==> config.mk <==
export PLATFORM = sky130hd
export DESIGN_NAME = button_debouncer
export DESIGN_NICKNAME = d
export VERILOG_FILES = /design/src/rtl/button_debouncer.sv
export SDC_FILE = /design/constraint.sdc
export NUM_CORES = 1
export LEC_CHECK = 0
export ABC_AREA = 1
export CAP_MARGIN = 20
export CORE_AREA = 5 5 42 44
export CTS_BUF_LIST = sky130_fd_sc_hd__clkbuf_8
export CTS_CLUSTER_SIZE = 28
export DETAILED_ROUTE_END_ITERATION = 10
export DIE_AREA = 0 0 47 49
export PLACE_DENSITY = 0.55
export SETUP_SLACK_MARGIN = 0.2
export SYNTH_ARGS = -nofsm -noshare
export SYNTH_HDL_FRONTEND = slang
export SYNTH_SLANG_ARGS = --single-unit
==> constraint.sdc <==
create_clock -name Clk -period 0.9 [get_ports Clk]
set_input_delay 0.09 -clock Clk [delete_from_list [all_inputs] [get_ports Clk]]
set_output_delay 0.09 -clock Clk [all_outputs]
set_load 0.01 [all_outputs]
==> src/rtl/button_debouncer.sv <==
// Debounces a raw switch level: synchroniser chain, stability-checking FSM,
// and a registered output stage that produces Q/notQ plus one-cycle Rise/Fall strobes.
module button_debouncer #(
    parameter int SYNC_STAGES   = 2,
    parameter int STABLE_CYCLES = 4
) (
    input  logic Clk,
    input  logic Reset,
    input  logic D_raw,
    output logic Q,
    output logic notQ,
    output logic Rise,
    output logic Fall
);

    localparam int CNT_W = (STABLE_CYCLES > 2) ? $clog2(STABLE_CYCLES) : 1;
    localparam logic [CNT_W-1:0] CNT_LAST = CNT_W'(STABLE_CYCLES - 1);

    typedef enum logic [1:0] {
        LOW    = 2'b00,
        CHK_HI = 2'b01,
        HIGH   = 2'b10,
        CHK_LO = 2'b11
    } state_t;

    logic [SYNC_STAGES-1:0] r_sync;
    state_t                 r_state;
    logic [CNT_W-1:0]       r_cnt;
    logic                   w_s;
    logic                   w_level;

    assign w_s = r_sync[SYNC_STAGES-1];

    // The accepted level is "high" in HIGH and while still checking a drop in CHK_LO.
    assign w_level = (r_state == HIGH) || (r_state == CHK_LO);

    always_ff @(posedge Clk) begin
        if (Reset) begin
            r_sync <= '0;
        end else begin
            r_sync <= {r_sync[SYNC_STAGES-2:0], D_raw};
        end
    end

    always_ff @(posedge Clk) begin
        if (Reset) begin
            r_state <= LOW;
            r_cnt   <= '0;
            Q       <= 1'b0;
            notQ    <= 1'b1;
            Rise    <= 1'b0;
            Fall    <= 1'b0;
        end else begin
            // Outputs follow the FSM level one edge later, so strobes mark the edge Q itself changes.
            Q    <= w_level;
            notQ <= ~w_level;
            Rise <= w_level & ~Q;
            Fall <= ~w_level & Q;

            case (r_state)
                LOW: begin
                    if (w_s) begin
                        r_state <= CHK_HI;
                        r_cnt   <= '0;
                    end
                end
                CHK_HI: begin
                    if (!w_s) begin
                        r_state <= LOW;
                    end else if (r_cnt == CNT_LAST) begin
                        r_state <= HIGH;
                    end else begin
                        r_cnt <= r_cnt + 1'b1;
                    end
                end
                HIGH: begin
                    if (!w_s) begin
                        r_state <= CHK_LO;
                        r_cnt   <= '0;
                    end
                end
                CHK_LO: begin
                    if (w_s) begin
                        r_state <= HIGH;
                    end else if (r_cnt == CNT_LAST) begin
                        r_state <= LOW;
                    end else begin
                        r_cnt <= r_cnt + 1'b1;
                    end
                end
                default: begin
                    r_state <= LOW;
                end
            endcase
        end
    end

endmodule
# --- Word-level counts from Yosys, hierarchy flattened ---
# Index checks and enable logic that the tools add are counted.
word_totals:
  regBits: 10
  input_bits: 3
  out_inout_bits: 4
classes:
  n_addsub: 1
  n_eq_ne: 10
  n_mux: 13
  bitwise: 4
  n_reduce_logical: 4
ops:
  columns: ["operator", "count"]
  rows:
  - ["$mux W2", 11]
  - ["$pmux W2 S4", 2]
  - ["$ne A2 B2 Y1 const B", 4]
  - ["$reduce_and A4 Y1", 2]
  - ["$eq A2 B2 Y1 const B", 3]
  - ["$ne A3 B2 Y1 const B", 1]
  - ["$ne A3 B3 Y1 const B", 1]
  - ["$add A2 B1 Y2 const B", 1]
  - ["$and A1 B1 Y1", 2]
  - ["$eq A2 B1 Y1 const B", 1]
  - ["$logic_not A2 Y1", 1]
  - ["$not A1 Y1", 2]
  - ["$logic_or A1 B1 Y1", 1]

# --- Longest topological paths before layout ---
depth:
  word_depth: 4
  depth_mapped: 6

# --- Worst setup path before layout ---
# OpenSTA, ideal clock, no wires.
synth_path:
  kind: "register -> register"
  startpoint: "register r_cnt[0]"
  endpoint: "register r_cnt[0]"
  setup_ns: 0.113
  t_arrival_ns: 0.805
  slack_ns: -0.018
  path_stages_with_launch: 6
  n_path_buf: 0
  synth_period_minus_slack_ns: 0.918
  cell_sequence: "dfxtp_1 ha_1 nand2_2 nand3_4 nor2_1 nor2_1"
synth_between:
  elab_chain_cells: 4
  elab_cells_between_ends: 6
synth_lines:
  columns: ["item", "line_no", "rtl"]
  rows:
  - ["start: declaration", "28", "logic [CNT_W-1:0] r_cnt;"]
  - ["start signal: assignment", "73", "r_cnt <= r_cnt + 1'b1;"]
  - ["start signal: assignment", "88", "r_cnt <= r_cnt + 1'b1;"]
  - ["$add A2 B1 Y2 or $eq A2 B2 Y1 (tied branches)", null, null]
  - ["$mux W2 *", "70, 85", null]
  - ["$mux W2 (on tied branches)", "83, 68", null]
  - ["$pmux W2 S4 *", "60", "case (r_state)"]
# Every way passes the cells marked *; elsewhere a longest branch is shown, timed or not. The select of a mux whose other input is x is not followed.
# A chain may end at the register's enable or synchronous reset.

# --- Worst setup path after layout ---
layout_path:
  startpoint: "register r_cnt[1]"
  endpoint: "register r_cnt[1]"
# Same word-level chain as after synthesis.

==> flow_summary_export.csv <==
group,metric,value,unit
outcome,status,"complete, no violations",
setup_path,cp-start-kind,"flip-flop",
layout,fillCellCount,156,
clock_network,cts-htree-levels,1,
timing,maxSlewViolCount,0,
global_routing,grt_max_degree,6,
synth,ys_seq_area_share,55.9,%
synth,yosysTopAreaCellShare,55.9,%
synth,async_reset_ff_share,0,%
synth,synth.distinct_cells,10,
setup_path,worstPathArrival,1.06,ns
global_routing,overflow,0,
global_routing,grt_usage,6.44,%
timing,worstMarginPinSlew,0.210,ns
setup_path,r2r_cells,6,
layout,layout-drive-gt1-share,39.3,%
clock_network,clockRootBuffer,"clkbuf_8",
place,io_buffers,6,
synth,synth-edff-count,0,
global_routing,antenna_found_initial,0,
min_path,hp-start,"Reset",
global_routing,grt_pass1_wl,1040,um
detailed_routing,via_per_inst,3.97,
power_and_ir_drop,pwr-share-seq,48.5,%
timing,maxSlewHeadroom,86.0,%
min_path,min_to,"Q$_SDFF_PP0_",
detailed_routing,wl_met2,298,um
detailed_routing,via_count,286,
die,boundaryPins,7,
synth,syn-num-nets,48,
timing,hold_viol_final,0,
clock_network,cts_buffers,3,
setup_path,r2r-start,"r_cnt[1]$_SDFFE_PP0P_",
synth,synth_area_per_cell,8.13,um2
layout,seqCellArea,205,um2
synth,yosysMostFrequentCell,"nor2_1",
timing,setup_violations,0,
power_and_ir_drop,switchingPower,0.184,mW
power_and_ir_drop,p_per_area,1830,nW/um2
timing,rsz0062_at_grt,"yes",
synth,netlist_top_cells_count,"nor2_1 (11), dfxtp_1 (10), inv_1 (8)",
clock_network,clock_latency,0.23,ns
clock_network,cts_tree,"yes",
min_path,hold_depth,2,
layout,final_util,37.3,%
die,die_y,49,um
detailed_routing,top_layer,"met4",
synth,netlist_top_cells_area,"dfxtp_1 (56%), nor2_1 (12%), inv_1 (8.4%)",
detailed_routing,drcViolationCount,0,
place,gp_congestion,0.619,
clock_network,numClockSinks,10,
layout,nets,62,
setup_path,cp-end-kind,"flip-flop",
synth,yosys_warnings,0,
detailed_routing,drt.antenna.violating_nets,0,
die,rows,14,
setup_path,cp_max_fo,5,
timing,clock_skew,0.00170,ns
die,fp.dieW,47,um
synth,yosys_most_used_dff,"dfxtp_1",
detailed_routing,dr_wl_met3,46,um
min_path,hp-class,"in -> reg",
power_and_ir_drop,power_frac_comb,5.2,%
power_and_ir_drop,internal-power,0.773,mW
synth,ys_ff_latch,10,
global_routing,grt_pass1_vias,272,
synth,synthCells,44,
detailed_routing,wl_met1,235,um
setup_path,r2r_end,"r_cnt[1]$_SDFFE_PP0P_",
layout,area.growth.synth_to_final,46.2,%
detailed_routing,drtIter0Drc,0,
die,coreArea,1400,um2
detailed_routing,dr.pass1.iters,1,
synth,syn-cell-area,358,um2
power_and_ir_drop,switching_share,19.2,%
timing,period_share,99.6,%
setup_path,path_class,"reg -> reg",
timing,period_needed,0.897,ns
synth,yosys.area.top_type,"dfxtp_1",
setup_path,reg2reg_slack,0.003,ns
detailed_routing,finalWirelength,595,um
setup_path,critPathRequiredTime,1.06,ns
power_and_ir_drop,pwr-share-clk,46.3,%
clock_network,clk_pin_slew_worst_paths,0.04,ns
clock_network,cts_hold_buf,0,
layout,multiInputGateArea,148,um2
die,die_area,2300,um2
detailed_routing,wl_per_cell,8.26,um
layout,diodes,0,
power_and_ir_drop,ir_worst_vdd,730,uV
power_and_ir_drop,power,0.956,mW
layout,finish.instance_area,523,um2
timing,fmax,1120,MHz
power_and_ir_drop,leakage,0.271,nW
job,cap_viol_max_count,0,
clock_network,clockBufferDepth,2,
place,place_area,480,um2
place,hpwl,452,um
die,initial_core_util,25.5,%
repair_timing:
item,4_1_cts,5_1_grt
gates resized for setup,18,5
buffers inserted,0,0
setup endpoints to repair,10,10
pin swaps,5,0
placed cells by master, fill, tap and decap left out, drive strengths merged:
master,Yosys,layout
dlymetal6s2s,0,1
a21oi,1,1
clkbuf,0,3
inv,10,10
ha,1,1
nand3,1,1
nor2,11,11
dfxtp,10,10
buf,0,7
clkdlybuf4s50,0,1
nand2,9,9
o21ai,1,1
logic make-up after synthesis:
kind of cell / share of synthesized area, %
simple gates: 27.3
flops: 55.9
buf+inv: 10.5
compound gates: 2.79
fa+ha+maj: 3.50
routing by layer:
metal	global-route usage [%]	up-vias
met2	8.82	7
met1	6.90	126
met4	5.53	0
li1	-	151
met3	3.32	2
met5	0	-
cell type report:
type                       instances  area share, %
multi-input combinational         24           28.2
sequential                        10           39.2
inverter                          10           7.18
clock buffer                       3           7.89
tap                               16           3.83
timing repair buffer               9           13.6
worst max-delay path: stages (launching register included):
cell,delay [ns]
dfxtp_2,0.33
ha_4,0.16
nand2_4,0.07
nand3_4,0.09
nand2_1,0.07
nand2_1,0.04
nor2_1,0.08
stage by stage:
stage	std cells	TNS (ns)	setup WS (ns)	hold slack, ns
after floorplan	44	0	0.0482	0.161
after global placement	69	-0.205	-0.0539	0.399
after detailed placement	69	-0.231	-0.0575	0.404
after CTS	72	-0.000497	-0.000497	0.372
after global routing	72	-0.131	-0.0656	0.176
final	72	0	0.00328	0.160
worst max-delay path by stage:
stage / from / end / slack (ns) / cells past startpoint
6_report: r_cnt[1]$_SDFFE_PP0P_ / r_cnt[1]$_SDFFE_PP0P_ / 0.003 / 6
5_1_grt: r_cnt[1]$_SDFFE_PP0P_ / r_cnt[1]$_SDFFE_PP0P_ / -0.07 / 6
4_1_cts: r_cnt[1]$_SDFFE_PP0P_ / r_cnt[1]$_SDFFE_PP0P_ / -0.0005 / 6
3_5_place_dp: Reset / flip-flop / -0.06 / 4
3_3_place_gp: Reset / flip-flop / -0.05 / 4
2_1_floorplan: r_cnt[0]$_SDFFE_PP0P_ / r_cnt[0]$_SDFFE_PP0P_ / 0.05 / 5
flip-flops by register name (all words and copies together) (netlist names), named ones only:
signal   flops
r_state      1
r_sync       2
Q            1
Fall         1
Rise         1
r_cnt        2
notQ         1
power groups by stage:
stage	Clock, mW	Sequential, mW	Combinational, mW
CTS	0.460	0.463	0.0486
detailed placement	0	0.472	0.0491
global placement	0	0.472	0.0480
global route	0.484	0.464	0.0565
floorplan	0	0.471	0.0269
finish	0.443	0.464	0.0496
Note: power is estimated with default switching activity, not from simulation.
